--- config.mk ---
export PLATFORM = sky130hd
export DESIGN_NAME = note_frame_scheduler_flat
export DESIGN_NICKNAME = d
export VERILOG_FILES = /design/src/rtl/note_frame_scheduler_if.sv /design/src/rtl/note_frame_scheduler.sv /design/src/flat_wrapper.sv
export SDC_FILE = /design/constraint.sdc
export NUM_CORES = 2
export LEC_CHECK = 0
export ABC_CLOCK_PERIOD_IN_PS = 5400
export CORE_ASPECT_RATIO = 0.5
export CORE_MARGIN = 4
export CORE_UTILIZATION = 60
export CTS_CLUSTER_SIZE = 28
export DETAILED_ROUTE_END_ITERATION = 8
export PLACE_DENSITY = 0.78
export REMOVE_ABC_BUFFERS = 1
export SLEW_MARGIN = 10
export SYNTH_ARGS = -nofsm -noshare
export SYNTH_HDL_FRONTEND = slang
export SYNTH_SLANG_ARGS = --single-unit
--- constraint.sdc ---
create_clock -name clk -period 5.4 [get_ports clk]
set_input_delay 0.81 -clock clk [delete_from_list [all_inputs] [get_ports clk]]
set_output_delay 0.81 -clock clk [all_outputs]
set_load 0.005 [all_outputs]
--- src/rtl/note_frame_scheduler_if.sv ---
// rtl/note_frame_scheduler_if.sv - chart memory fetch bus between the note scheduler and the chart store
interface note_frame_scheduler_if;
   logic        chart_req;
   logic [11:0] chart_addr;
   logic        chart_valid;
   logic [15:0] chart_time;
   logic [1:0]  chart_lane;
   logic        chart_last;

   modport master (
      output chart_req,
      output chart_addr,
      input  chart_valid,
      input  chart_time,
      input  chart_lane,
      input  chart_last
   );

   modport slave (
      input  chart_req,
      input  chart_addr,
      output chart_valid,
      output chart_time,
      output chart_lane,
      output chart_last
   );
endinterface

--- src/rtl/note_frame_scheduler.sv ---
// rtl/note_frame_scheduler.sv - per-frame note advance/spawn scheduler with registered note pixel flag
module note_frame_scheduler #(
   parameter int LANES     = 4,
   parameter int SLOTS     = 8,
   parameter int SPEED     = 2,
   parameter int NOTE_H    = 16,
   parameter int LANE_X0   = 160,
   parameter int LANE_W    = 80,
   parameter int MISS_Y    = 480,
   parameter int MAX_SPAWN = 8
) (
   input  logic                   clk,
   input  logic                   rst_n,
   input  logic [9:0]             h_count,
   input  logic [9:0]             v_count,
   input  logic                   enable,
   input  logic                   clear,
   note_frame_scheduler_if.master chart,
   output logic                   note_on,
   output logic [1:0]             note_lane,
   output logic                   miss_pulse,
   output logic [1:0]             miss_lane,
   output logic                   overflow,
   output logic                   chart_done,
   output logic [15:0]            frame_cnt
);

   localparam int NS  = LANES * SLOTS;
   localparam int IW  = $clog2(NS);
   localparam int SW  = $clog2(SLOTS);
   localparam int SPW = $clog2(MAX_SPAWN + 1);

   typedef enum logic [2:0] {
      S_IDLE,
      S_ADVANCE,
      S_FETCH,
      S_GAP,
      S_DONE
   } state_t;

   state_t                 state_q, state_d;
   logic [IW-1:0]          idx_q, idx_d;
   logic [SPW-1:0]         spawn_q, spawn_d;
   logic                   req_q, req_d;
   logic [11:0]            addr_q, addr_d;
   logic                   done_q, done_d;
   logic                   ovf_q, ovf_d;
   logic [15:0]            fcnt_q, fcnt_d;
   logic                   miss_q, miss_d;
   logic [1:0]             miss_lane_q, miss_lane_d;
   logic [NS-1:0]          valid_q, valid_d;
   logic [NS-1:0][9:0]     y_q, y_d;
   logic                   vline_q, vline_d;
   logic                   tick_q, tick_d;
   logic                   note_on_q, note_on_d;
   logic [1:0]             note_lane_q, note_lane_d;

   logic [10:0]            ny;
   logic                   free_found;
   logic [IW-1:0]          free_idx;

   assign chart.chart_req  = req_q;
   assign chart.chart_addr = addr_q;
   assign note_on          = note_on_q;
   assign note_lane        = note_lane_q;
   assign miss_pulse       = miss_q;
   assign miss_lane        = miss_lane_q;
   assign overflow         = ovf_q;
   assign chart_done       = done_q;
   assign frame_cnt        = fcnt_q;

   // Frame tick: single pulse on the first line of vertical blanking
   always_comb begin
      vline_d = (v_count == 10'd480);
      tick_d  = vline_d & ~vline_q;
   end

   // Sequencer: advance every slot, then pull due chart entries, then count the frame
   always_comb begin
      state_d     = state_q;
      idx_d       = idx_q;
      spawn_d     = spawn_q;
      req_d       = req_q;
      addr_d      = addr_q;
      done_d      = done_q;
      ovf_d       = ovf_q;
      fcnt_d      = fcnt_q;
      miss_d      = 1'b0;
      miss_lane_d = 2'd0;
      valid_d     = valid_q;
      y_d         = y_q;
      ny          = 11'd0;
      free_found  = 1'b0;
      free_idx    = '0;

      case (state_q)
         S_IDLE: begin
            if (tick_q && enable) begin
               state_d = S_ADVANCE;
               idx_d   = '0;
            end
         end
         S_ADVANCE: begin
            if (valid_q[idx_q]) begin
               ny = {1'b0, y_q[idx_q]} + 11'(SPEED);
               if (ny >= 11'(MISS_Y)) begin
                  valid_d[idx_q] = 1'b0;
                  miss_d         = 1'b1;
                  miss_lane_d    = idx_q[IW-1:SW];
               end else begin
                  y_d[idx_q] = ny[9:0];
               end
            end
            idx_d = idx_q + IW'(1);
            if (idx_q == IW'(NS - 1)) begin
               spawn_d = '0;
               if (done_q) begin
                  state_d = S_DONE;
               end else begin
                  state_d = S_FETCH;
                  req_d   = 1'b1;
               end
            end
         end
         S_FETCH: begin
            if (chart.chart_valid) begin
               req_d = 1'b0;
               if (chart.chart_time > fcnt_q) begin
                  // Not due yet: keep the address so the entry is refetched next frame
                  state_d = S_DONE;
               end else begin
                  for (int s = 0; s < SLOTS; s++) begin
                     if (!free_found && !valid_q[{chart.chart_lane, SW'(s)}]) begin
                        free_found = 1'b1;
                        free_idx   = {chart.chart_lane, SW'(s)};
                     end
                  end
                  if (free_found) begin
                     valid_d[free_idx] = 1'b1;
                     y_d[free_idx]     = 10'd0;
                  end else begin
                     ovf_d = 1'b1;
                  end
                  addr_d  = addr_q + 12'd1;
                  spawn_d = spawn_q + SPW'(1);
                  if (chart.chart_last) begin
                     done_d  = 1'b1;
                     state_d = S_DONE;
                  end else if (spawn_q == SPW'(MAX_SPAWN - 1)) begin
                     state_d = S_DONE;
                  end else begin
                     state_d = S_GAP;
                  end
               end
            end
         end
         S_GAP: begin
            req_d   = 1'b1;
            state_d = S_FETCH;
         end
         S_DONE: begin
            fcnt_d  = fcnt_q + 16'd1;
            state_d = S_IDLE;
         end
         default: begin
            state_d = S_IDLE;
         end
      endcase

      if (clear) begin
         state_d     = S_IDLE;
         idx_d       = '0;
         spawn_d     = '0;
         req_d       = 1'b0;
         addr_d      = 12'd0;
         done_d      = 1'b0;
         ovf_d       = 1'b0;
         fcnt_d      = 16'd0;
         miss_d      = 1'b0;
         miss_lane_d = 2'd0;
         valid_d     = '0;
      end
   end

   // Pixel path: is the current (h,v) inside any valid note of the lane under h
   always_comb begin
      note_on_d   = 1'b0;
      note_lane_d = 2'd0;
      if (h_count < 10'd640 && v_count < 10'd480) begin
         for (int l = 0; l < LANES; l++) begin
            if (h_count >= 10'(LANE_X0 + l * LANE_W) &&
                h_count <  10'(LANE_X0 + (l + 1) * LANE_W)) begin
               for (int s = 0; s < SLOTS; s++) begin
                  if (valid_q[l * SLOTS + s] &&
                      v_count >= y_q[l * SLOTS + s] &&
                      {1'b0, v_count} < {1'b0, y_q[l * SLOTS + s]} + 11'(NOTE_H)) begin
                     note_on_d   = 1'b1;
                     note_lane_d = 2'(l);
                  end
               end
            end
         end
      end
   end

   // State registers
   always_ff @(posedge clk or negedge rst_n) begin
      if (!rst_n) begin
         state_q     <= S_IDLE;
         idx_q       <= '0;
         spawn_q     <= '0;
         req_q       <= 1'b0;
         addr_q      <= 12'd0;
         done_q      <= 1'b0;
         ovf_q       <= 1'b0;
         fcnt_q      <= 16'd0;
         miss_q      <= 1'b0;
         miss_lane_q <= 2'd0;
         valid_q     <= '0;
         y_q         <= '0;
         vline_q     <= 1'b0;
         tick_q      <= 1'b0;
         note_on_q   <= 1'b0;
         note_lane_q <= 2'd0;
      end else begin
         state_q     <= state_d;
         idx_q       <= idx_d;
         spawn_q     <= spawn_d;
         req_q       <= req_d;
         addr_q      <= addr_d;
         done_q      <= done_d;
         ovf_q       <= ovf_d;
         fcnt_q      <= fcnt_d;
         miss_q      <= miss_d;
         miss_lane_q <= miss_lane_d;
         valid_q     <= valid_d;
         y_q         <= y_d;
         vline_q     <= vline_d;
         tick_q      <= tick_d;
         note_on_q   <= note_on_d;
         note_lane_q <= note_lane_d;
      end
   end

endmodule
--- src/flat_wrapper.sv ---
// flat-port wrapper written by rule: the top's interface ports become plain ports
module note_frame_scheduler_flat 
#(
   parameter int LANES     = 4,
   parameter int SLOTS     = 8,
   parameter int SPEED     = 2,
   parameter int NOTE_H    = 16,
   parameter int LANE_X0   = 160,
   parameter int LANE_W    = 80,
   parameter int MISS_Y    = 480,
   parameter int MAX_SPAWN = 8
)
  (clk, rst_n, h_count, v_count, enable, clear, note_on, note_lane, miss_pulse, miss_lane, overflow, chart_done, frame_cnt, chart_chart_req, chart_chart_addr, chart_chart_valid, chart_chart_time, chart_chart_lane, chart_chart_last);
  note_frame_scheduler_if chart_i ();
  input  logic clk;
  input  logic rst_n;
  input  logic [9:0] h_count;
  input  logic [9:0] v_count;
  input  logic enable;
  input  logic clear;
  output logic note_on;
  output logic [1:0] note_lane;
  output logic miss_pulse;
  output logic [1:0] miss_lane;
  output logic overflow;
  output logic chart_done;
  output logic [15:0] frame_cnt;
  output wire logic [$bits(chart_i.chart_req)-1:0] chart_chart_req;
  output wire logic [$bits(chart_i.chart_addr)-1:0] chart_chart_addr;
  input wire logic [$bits(chart_i.chart_valid)-1:0] chart_chart_valid;
  input wire logic [$bits(chart_i.chart_time)-1:0] chart_chart_time;
  input wire logic [$bits(chart_i.chart_lane)-1:0] chart_chart_lane;
  input wire logic [$bits(chart_i.chart_last)-1:0] chart_chart_last;
  assign chart_chart_req = chart_i.chart_req;
  assign chart_chart_addr = chart_i.chart_addr;
  assign chart_i.chart_valid = chart_chart_valid;
  assign chart_i.chart_time = chart_chart_time;
  assign chart_i.chart_lane = chart_chart_lane;
  assign chart_i.chart_last = chart_chart_last;
  note_frame_scheduler #(.LANES(LANES), .SLOTS(SLOTS), .SPEED(SPEED), .NOTE_H(NOTE_H), .LANE_X0(LANE_X0), .LANE_W(LANE_W), .MISS_Y(MISS_Y), .MAX_SPAWN(MAX_SPAWN)) u_core (.clk(clk), .rst_n(rst_n), .h_count(h_count), .v_count(v_count), .enable(enable), .clear(clear), .chart(chart_i), .note_on(note_on), .note_lane(note_lane), .miss_pulse(miss_pulse), .miss_lane(miss_lane), .overflow(overflow), .chart_done(chart_done), .frame_cnt(frame_cnt));
endmodule
==> metrics.log <==
INFO  metric max_transition_margin = 0.2190
INFO  metric vdd_ir_drop_max = 0.1796 mV
INFO  metric yosys_warnings = 0
INFO  metric endpoint_kind = register
INFO  metric synth_edf_count = 0
INFO  metric fin_crit = 5.133 ns
INFO  metric filler_cell_count = 4,366
INFO  metric finish.utilization = 0.6765
INFO  metric design.final.nets = 4,357
INFO  metric combinationalPowerShare = 0.116
INFO  metric slowest_delay = 0.97 ns
INFO  metric sw_frac_of_total = 0.2560
INFO  metric power.density_cell_area = 185.9 mW/mm²
INFO  metric unrepaired_setup_endpoints_after_global_routing = false
INFO  metric count_of_buffers_from_port_buffering = 76
INFO  metric fin_worst_skew = 0.02014 ns
INFO  metric crit_path_frequent_cell = sky130_fd_sc_hd__buf_12
INFO  metric drv_slew = 0
INFO  metric ios = 81
INFO  metric tightest_slew = 1.170 ns
INFO  metric drtAntennaViolNets = 0
INFO  metric area_growth_syn_to_layout = 10.69%
INFO  metric weighted_congestion_at_the_end_of_routability_driven_global_placement = 1.097
INFO  metric worstPathBufferInverterCount = 3
INFO  metric ys_seq_area_frac = 0.2945
INFO  metric setup_viol_count_final = 0
INFO  metric arrival = 5.62 ns
INFO  metric area.sequential = 0.01009 mm²
INFO  metric route.final.wire_length = 120,700 µm
INFO  metric via_count_of_the_first_global_routing_pass = 30,660
INFO  metric core_footprint = 0.05602 mm²
INFO  metric cts_resized = 0
INFO  metric synth.distinct_cells = 76
INFO  metric drt_iter0_markers = 3,898
INFO  metric yosys-top-cells-area = sky130_fd_sc_hd__dfrtp_1, sky130_fd_sc_hd__ha_1, sky130_fd_sc_hd__o2bb2ai_1, sky130_fd_sc_hd__inv_1, sky130_fd_sc_hd__xnor2_1
INFO  metric dpl_worst_slack = 0.5588 ns
INFO  metric most_common_cell_after_layout_fill_and_taps_aside = sky130_fd_sc_hd__ha_1
INFO  metric via_count = 31,640
INFO  metric cts_tree = done
INFO  metric placementRows = 61
INFO  metric power.share.clock = 0.454
INFO  metric tritoncts.num_buffers = 41
INFO  metric cp-start-kind = register
INFO  metric cts_post_setup_buffers_inserted = 0
INFO  metric layout_common_cells = sky130_fd_sc_hd__ha_1, sky130_fd_sc_hd__dfrtp_1, sky130_fd_sc_hd__inv_1
INFO  metric cellLeakagePower = 15.50 nW
INFO  metric synth_area = 0.03424 mm²
INFO  metric worstPathCellList = or4_1, o22ai_1, nor4_1, nand2_1, ha_1, nand3_1, nor3b_1, mux2i_1, buf_4, o31ai_4, buf_12, o21ai_4, buf_12, o2bb2ai_1
INFO  metric synth-seq-cells = 403
INFO  metric holdBufCountCts = 0
INFO  metric postLayoutSetupSlackWorst = 0.2667 ns
INFO  metric post_route_cells_drive_above_1_share = 0.08029
INFO  metric worstSetupStartpoint = u_core.idx_q[4]
INFO  metric timing.hold.ws = 0.2062 ns
INFO  metric routedWlPerCell = 26.62 µm
INFO  metric p_switching = 0.001803 W
INFO  metric route.detailed.vias_per_inst = 6.977
INFO  metric setup.worst_path.class = reg2reg
INFO  metric hold_path.class = in2async
INFO  metric worst_path_max_delay_cell = sky130_fd_sc_hd__or4_1
INFO  metric total_routing_usage_reported_by_global_routing = 0.3887
INFO  metric synth_ff_type = sky130_fd_sc_hd__dfrtp_1
INFO  metric totalPowerFinal = 0.007045 W
INFO  metric fmax = 194.8 MHz
INFO  metric outcome = complete, no violations
INFO  metric relative_contribution_of_sequential_cells_to_total_power = 0.430
INFO  metric power_report.internal_total = 0.005242 W
INFO  metric insertion_delay = 0.58 ns
INFO  metric grt_max_degree = 125
INFO  metric clk_transition_reported_paths = 0.07 ns
INFO  metric grt_overflow_total = 0
INFO  metric starting_density_of_the_core = 0.6112
INFO  metric clock_tree.htree_level_count = 2
INFO  metric r2r-start = u_core.idx_q[4]
INFO  metric syn_inst = 3,652
INFO  metric hpwl = 88,570 µm
INFO  metric fin_crit_sh = 0.9506
INFO  metric post-route-drc-count = 0
INFO  metric cp.required = 5.89 ns
INFO  metric avgSynthCellArea = 9.375 µm²
INFO  metric first_pass_grt_wire_length = 184,000 µm
INFO  metric number_of_antenna_violations_at_the_first_check_in_global_routing = 11
INFO  metric worst-path-max-fanout = 29
INFO  metric cts-root-to-sink-buffers = 3
INFO  metric root_buffer = sky130_fd_sc_hd__clkbuf_16
INFO  metric fin_setup_tns = 0 ns
INFO  metric tritoncts_num_sinks = 403
INFO  metric synth_largest_type_area_fraction = 0.2945
INFO  metric die-area = 0.06118 mm²
INFO  metric timing_hold_violations_final = 0
INFO  metric synth_top_area_cell = sky130_fd_sc_hd__dfrtp_1
INFO  metric detailedRoute.firstPassIterationCount = 7
INFO  metric footprint_of_the_multi_input_gates = 0.02224 mm²
INFO  metric timing.critical_path.max_delay_family = simple AND/OR/NAND/NOR gates
INFO  metric async_flop_share = 1.000
INFO  metric timing.max_cap.violations = 0
INFO  metric die_width = 345.8 µm
INFO  metric die_h = 176.9 µm
routing by layer:
layer | track usage | up-vias | wire length, µm
met4 | 0.1474 | 14 | 5354
met2 | 0.5750 | 1967 | 49300
met5 | 0 | - | 91
met3 | 0.1390 | 415 | 16950
met1 | 0.5244 | 15420 | 49020
li1 | - | 13830 | -
power by group through the flow:
| stage | clock network [W] | logic, W | registers [W] |
|---|---|---|---|
| global route | 0.00334 | 0.000911 | 0.00303 |
| floorplan | 0 | 0.000417 | 0.00309 |
| finish | 0.00320 | 0.000814 | 0.00303 |
| global placement | 0 | 0.000751 | 0.00309 |
| detailed placement | 0 | 0.000791 | 0.00309 |
| CTS | 0.00321 | 0.000800 | 0.00303 |
stage by stage:
step                cells  area (µm²)
CTS                  4530       37880
floorplan            3529       33720
finish               4535       37900
global route         4530       37880
detailed placement   4457       36410
global placement     4457       36410
synthesized netlist by cell type, types with 12 or more instances:
library cell	count
sky130_fd_sc_hd__o21a_1	54
sky130_fd_sc_hd__a31oi_1	16
sky130_fd_sc_hd__a21oi_1	204
sky130_fd_sc_hd__mux2i_1	88
sky130_fd_sc_hd__o2bb2ai_1	290
sky130_fd_sc_hd__mux4_2	36
sky130_fd_sc_hd__o22ai_1	73
sky130_fd_sc_hd__nor2b_1	51
sky130_fd_sc_hd__o211ai_1	37
sky130_fd_sc_hd__a21o_1	49
sky130_fd_sc_hd__inv_1	380
sky130_fd_sc_hd__nand2b_1	49
sky130_fd_sc_hd__and3_1	16
sky130_fd_sc_hd__a211oi_1	39
sky130_fd_sc_hd__o21ai_0	198
sky130_fd_sc_hd__mux2_2	49
sky130_fd_sc_hd__clkbuf_1	93
sky130_fd_sc_hd__nor2_1	127
sky130_fd_sc_hd__a2111oi_0	23
sky130_fd_sc_hd__or3_1	12
sky130_fd_sc_hd__buf_2	19
sky130_fd_sc_hd__or4_1	12
sky130_fd_sc_hd__nor3_1	74
sky130_fd_sc_hd__o2111ai_1	25
sky130_fd_sc_hd__ha_1	569
sky130_fd_sc_hd__nand2_1	146
sky130_fd_sc_hd__nor4_1	24
sky130_fd_sc_hd__nand3_1	155
sky130_fd_sc_hd__nand2_2	21
sky130_fd_sc_hd__dfrtp_1	403
sky130_fd_sc_hd__o31ai_1	13
sky130_fd_sc_hd__nand4_1	18
sky130_fd_sc_hd__xnor2_1	145
worst paths after layout:
kind	end	slack (ns)	cells after the start
max in group asynchronous	u_core.y_q[194]	4.06	2
min in group clk	u_core.tick_q	0.39	1
worst min register to register	u_core.tick_q	0.39	1
worst max-delay path	u_core.y_q[18]	0.27	14
worst max register to register	u_core.y_q[18]	0.27	14
worst min-delay path	u_core.y_q[122]	0.21	1
logic make-up after synthesis:
group,synth area share
adder cells (fa/ha/maj),0.2079
multiplexers,0.06552
flip-flops,0.2945
buffers and inverters,0.05694
XOR/XNOR,0.03914
AND/OR/NAND/NOR,0.1116
AO/OA/AOI/OAI,0.2243
sequential cells by signal, summed over array words and instances (netlist names):
signal                   flops
u_core.note_lane             2
u_core.y_q                 320
u_core.chart_done            1
u_core.chart.chart_req       1
u_core.overflow              1
u_core.vline_q               1
u_core.tick_q                1
u_core.chart.chart_addr     12
u_core.miss_lane             2
u_core.frame_cnt            16
u_core.note_on               1
u_core.miss_pulse            1
u_core.valid_q              32
u_core.idx_q                 5
u_core.spawn_q               4
u_core.state_q               3
layout make-up:
type | instances | area share
diodes | 5 | 0.0003302
clock buffers | 59 | 0.03236
clock inverters | 14 | 0.006636
inverters | 381 | 0.03774
multi-input cells | 2745 | 0.5868
flip-flops and latches | 403 | 0.2662
well taps | 756 | 0.02496
repair buffers | 172 | 0.04490
Note: power is estimated with default switching activity, not from simulation.
